**src/rtl/tmnt_pkg.sv**
```systemverilog
// Shared definitions for the synth audio path: PWM sample width and decoder state encoding.
package tmnt_pkg;

    localparam int SAMPLE_W = 8;

    typedef enum logic {
        HUNT    = 1'b0,
        MEASURE = 1'b1
    } pwm_dec_state_t;

endpackage

```
**src/rtl/sync_bit.sv**
```systemverilog
// N-flop synchronizer for a single asynchronous bit; output is the last flop in the chain.
module sync_bit #(
    parameter int N = 2
) (
    input  logic clk,
    input  logic nrst,
    input  logic d,
    output logic q
);

    logic [N-1:0] sync_q;
    logic [N-1:0] sync_d;

    always_comb begin
        sync_d = {sync_q[N-2:0], d};
    end

    always_ff @(posedge clk or negedge nrst) begin
        if (!nrst) begin
            sync_q <= '0;
        end else begin
            sync_q <= sync_d;
        end
    end

    assign q = sync_q[N-1];

endmodule

```
**src/rtl/pwm_sample_decoder.sv**
```systemverilog
// Recovers fixed-period PWM frames (2**WIDTH clocks) from a 1-bit line; sample = high cycles per frame.
module pwm_sample_decoder
    import tmnt_pkg::*;
#(
    parameter int WIDTH       = SAMPLE_W,
    parameter int SYNC_STAGES = 2
) (
    input  logic             clk,
    input  logic             nrst,
    input  logic             en,
    input  logic             pwm_in,
    output logic [WIDTH-1:0] sample,
    output logic             sample_valid,
    output logic             frame_err,
    output logic             locked
);

    localparam logic [WIDTH-1:0] LAST_CYC = '1;
    localparam logic [WIDTH-1:0] ONE      = WIDTH'(1);

    logic s_in;
    logic s_in_d_q;
    logic rise;

    pwm_dec_state_t state_q, state_d;
    logic [WIDTH-1:0] cnt_q, cnt_d;
    logic [WIDTH-1:0] acc_q, acc_d;
    logic [WIDTH-1:0] sample_q, sample_d;
    logic             sample_valid_q, sample_valid_d;
    logic             frame_err_q, frame_err_d;
    logic             locked_q, locked_d;
    logic [WIDTH-1:0] cur_cnt;
    logic [WIDTH-1:0] cur_acc;

    sync_bit #(
        .N (SYNC_STAGES)
    ) u_sync (
        .clk  (clk),
        .nrst (nrst),
        .d    (pwm_in),
        .q    (s_in)
    );

    assign rise = s_in & ~s_in_d_q;

    always_comb begin
        state_d        = state_q;
        cnt_d          = cnt_q;
        acc_d          = acc_q;
        sample_d       = sample_q;
        sample_valid_d = 1'b0;
        frame_err_d    = 1'b0;
        locked_d       = locked_q;

        // cnt_q/acc_q describe the previous cycle; this cycle's position and running total follow.
        cur_cnt = cnt_q + 1'b1;
        cur_acc = (cnt_q == LAST_CYC) ? WIDTH'(s_in) : acc_q + WIDTH'(s_in);

        if (!en) begin
            state_d  = HUNT;
            locked_d = 1'b0;
        end else begin
            case (state_q)
                HUNT: begin
                    if (rise) begin
                        state_d = MEASURE;
                        cnt_d   = '0;
                        acc_d   = ONE;
                    end
                end
                MEASURE: begin
                    if (cur_cnt == LAST_CYC && s_in) begin
                        // Last cycle of a frame must be low; lost framing, hunt for a fresh rise.
                        state_d     = HUNT;
                        frame_err_d = 1'b1;
                        locked_d    = 1'b0;
                    end else if (rise && cur_cnt != '0) begin
                        frame_err_d = 1'b1;
                        locked_d    = 1'b0;
                        cnt_d       = '0;
                        acc_d       = ONE;
                    end else begin
                        cnt_d = cur_cnt;
                        acc_d = cur_acc;
                        if (cur_cnt == LAST_CYC) begin
                            sample_d       = cur_acc;
                            sample_valid_d = 1'b1;
                            locked_d       = 1'b1;
                        end
                    end
                end
                default: begin
                    state_d = HUNT;
                end
            endcase
        end
    end

    always_ff @(posedge clk or negedge nrst) begin
        if (!nrst) begin
            s_in_d_q       <= 1'b0;
            state_q        <= HUNT;
            cnt_q          <= '0;
            acc_q          <= '0;
            sample_q       <= '0;
            sample_valid_q <= 1'b0;
            frame_err_q    <= 1'b0;
            locked_q       <= 1'b0;
        end else begin
            s_in_d_q       <= s_in;
            state_q        <= state_d;
            cnt_q          <= cnt_d;
            acc_q          <= acc_d;
            sample_q       <= sample_d;
            sample_valid_q <= sample_valid_d;
            frame_err_q    <= frame_err_d;
            locked_q       <= locked_d;
        end
    end

    assign sample       = sample_q;
    assign sample_valid = sample_valid_q;
    assign frame_err    = frame_err_q;
    assign locked       = locked_q;

endmodule

```
**config.mk**
```make
export PLATFORM = sky130hd
export DESIGN_NAME = pwm_sample_decoder
export DESIGN_NICKNAME = d
export VERILOG_FILES = /design/src/rtl/tmnt_pkg.sv /design/src/rtl/sync_bit.sv /design/src/rtl/pwm_sample_decoder.sv
export SDC_FILE = /design/constraint.sdc
export NUM_CORES = 1
export LEC_CHECK = 0
export ABC_AREA = 1
export BUFFER_PORTS_ARGS = -buffer_cell sky130_fd_sc_hd__clkbuf_2
export CORE_MARGIN = 2
export CORE_UTILIZATION = 35
export DETAILED_ROUTE_END_ITERATION = 10
export PLACE_DENSITY = 0.47
export RECOVER_POWER = 50
export SETUP_SLACK_MARGIN = 0.2
export SYNTH_ARGS = -nofsm -noshare
export SYNTH_HDL_FRONTEND = slang
export SYNTH_SLANG_ARGS = --single-unit
```
**constraint.sdc**
```tcl
create_clock -name clk -period 4.2 [get_ports clk]
set_input_delay 0.42 -clock clk [delete_from_list [all_inputs] [get_ports clk]]
set_output_delay 0.42 -clock clk [all_outputs]
set_load 0.02 [all_outputs]
```
==> impl_results.md <==
* Synth Instances at 253
* Cell Area, Synth at 0.00186 sq mm
* Die ar. at 0.00591 sq mm
* Max VDD drop at 0.136 mV
* Critical Path AT at 2.30 ns
* Antenna diode count at 0
* Inst Count DP at 331
* Max-cap violations at 1
* GP Congestion at 0.767
* Clock sink count at 31
* Maximum clock path buffer count at 2
* Setup Skew at 0.00691 ns
* Crit Path Category: reg -> reg
* DRT Pass-1 Iters at 4
* Met2 wire length at 1720 um
* Largest net degree at the start of global routing at 32
* Status: finished with violations
* Share of the synthesized area in the top cell type at 0.417
* Setup_tns at 0 ns
* HP Class: in -> reg
* Post-Syn Nets at 262
* Pre-CTS WS at 2.05 ns
* Setup ws final at 2.08 ns
* Seq/Total Area, Yosys at 0.417
* Hold Path Origin: pwm_in
* Critical R2R Launch: cnt_q[0]$_DFFE_PN0P_
* Core Box Area at 0.00511 sq mm
* Reg2reg path depth at 13
* Die width at 76.9 um
* Final setup fails at 0
* Hold-fix buffers, CTS at 0
* Relative slew slack at -0.116
* CTS tree: yes
* Hold-critical path depth at 1
* Mapped Avg Cell Area at 7.35 sq um
* TritonCTS buffer count at 5
* Failing checks: max-capacitance violations, max-slew violations
* Met1 wire length at 2020 um
* CTS root buf: clkbuf_8
* Setup bufs post-CTS at 0
* Top post-synthesis cells by area: dfrtp_1, nand2_1, nand3_1
* Final #Nets at 277
* Pleak at 0.00110 uW
* Antenna violations before repair at 0
* Startpoint Class: flop
* Critical Path RT at 4.38 ns
* RSZ-0062 raised after global routing: no
* # DRC at 0
* IO Pins at 15
* Worst-path maximum fanout at 26
* Cell taking the most area after synthesis: dfrtp_1
* DR WL met3 at 156 um
* Actual slew at the worst max-slew pin at 1.67 ns
* CP endpoint kind: flop
* Top sig layer: met4
* Post-route insts no fill at 338
* Number of DRC markers in iteration 0 at 60
* Worst R2R Setup Slack at 2.08 ns
* First-pass GRT wire length at 7000 um
* Dpl hpwl at 2820 um
* Via/cell ratio at 4.55
* Routed WL at 3990 um
* Post-route antenna net violation count at 0
* Row Count at 26
* Starting Density at 0.364
* Crit path time final at 2.12 ns
* PD cells at 297 mW/mm^2
* Synth unique cells at 23
* Post-CTS Resized at 0
* CTS clk-pin slew, worst paths at 0.06 ns
* Fraction of layout cells with a size suffix above 1 at 0.146
* Via total after detailed routing at 1,537
* Worst hold endpoint: u_sync.sync_q[0]$_DFF_PN0_
* Critical path origin: cnt_q[0]$_DFFE_PN0P_
* H-tree depth reported by CTS at 2
* Die Height at 76.9 um
* Number of global-route vias before repair at 1,419
* YS warnings at 0
* Gr usage total at 0.152
* Seq cells post-synth at 31
* GR Overflow Total at 0
* Buffers added on ports at 14
* Final worst path period share at 0.506
* Skew-Pair Late Insertion Delay at 0.29 ns
* RR Endpoint: acc_q[6]$_DFFE_PN0P_
* Fmax at 471 MHz
* Final Hold Viols at 0
* Final Max Tran Viols at 32
* Wirelength per Cell at 11.8 um
* Area grow syn2layout at 9.96%
[sequential cells by signal, summed over array words and instances, names as in the netlist]
register / flops
acc_q: 8
sample_valid: 1
cnt_q: 8
state_q: 1
locked: 1
u_sync.sync_q: 2
frame_err: 1
sample: 8
s_in_d_q: 1
[synth_stat cells (all sizes together)]
cell / number
ha: 5
o21bai: 1
o21ai: 10
nand3: 27
buf: 5
nor3: 4
dfrtp: 31
a21oi: 2
nand3b: 1
nand2: 95
nor2: 35
clkbuf: 1
inv: 33
nand4: 3
[metrics by stage]
stage / util / instance area, sq um / power (uW) / hold slack (ns)
after floorplan: - / 1860 / 358 / 0.124
after global placement: 0.384 / 1960 / 373 / 0.335
after detailed placement: 0.384 / 1960 / 373 / 0.335
after CTS: 0.401 / 2050 / 620 / 0.227
after global routing: 0.400 / 2040 / 638 / 0.235
final: 0.400 / 2040 / 608 / 0.236
[cell usage in the layout (no fill, tap or decap)]
| cell type | instances |
|---|---|
| o21ai_0 | 10 |
| clkbuf_1 | 3 |
| nand2_8 | 1 |
| nand4_1 | 2 |
| inv_1 | 30 |
| nand3b_1 | 1 |
| nand4_4 | 1 |
| nand3_2 | 1 |
| nor3_1 | 4 |
| clkinv_2 | 1 |
| dfrtp_1 | 31 |
| nor2_2 | 2 |
| nand2_4 | 2 |
| inv_2 | 3 |
| o21bai_1 | 1 |
| nor2_1 | 29 |
| nand2_2 | 7 |
| clkbuf_8 | 6 |
| ha_1 | 5 |
| nor2_4 | 4 |
| clkbuf_2 | 11 |
| nand3_1 | 26 |
| a21oi_1 | 2 |
| nand2_1 | 85 |
[kinds of logic (layout without fill, tap and decap cells)]
family / Yosys count / after routing / share of synthesized area
AOI/OAI and AO/OA: 13 / 13 / 0.0363
adders and majority gates: 5 / 5 / 0.0336
buffers and inverters: 39 / 54 / 0.0969
DFF: 31 / 31 / 0.417
and+or+nand+nor: 165 / 165 / 0.416
[area by class of cell]
type	instances	area, sq um
timing repair buffer	14	66.3
fill	555	3060
clock buffer	6	82.6
clock inverter	1	5.00
inverter	33	124
tap	70	87.6
sequential	31	776
multi-input combinational	183	903
[how the worst max path moves through the flow]
stage	endpoint	slack (ns)
6_report	acc_q[6]$_DFFE_PN0P_	2.08
5_1_grt	acc_q[6]$_DFFE_PN0P_	1.90
4_1_cts	acc_q[2]$_DFFE_PN0P_	2.04
3_5_place_dp	acc_q[6]$_DFFE_PN0P_	2.05
3_3_place_gp	acc_q[6]$_DFFE_PN0P_	2.10
2_1_floorplan	acc_q[7]$_DFFE_PN0P_	2.31
[worst max-delay path: stages, from the launching register on]
cell and delay, ns:
dfrtp_1 0.47, ha_1 0.27, nand2_1 0.09, inv_2 0.05, nor2_4 0.10, nand2_2 0.07, nor2_4 0.14, nand2_2 0.09
nor2_4 0.14, nand2_4 0.08, nand2_8 0.17, nand2_4 0.17, nand2_1 0.11, nand2_1 0.05
[power breakdown]
group	total (uW)	internal (uW)	switching, uW
Clock	243	128	114
Sequential	315	306	8.63
Combinational	50.5	13.8	36.7
[metal layers]
layer,GRT usage,up-vias
met5,0,-
met4,0.0764,0
met3,0.0329,7
met2,0.224,26
met1,0.209,692
li1,-,812
Power figures use the tool's default switching activity.
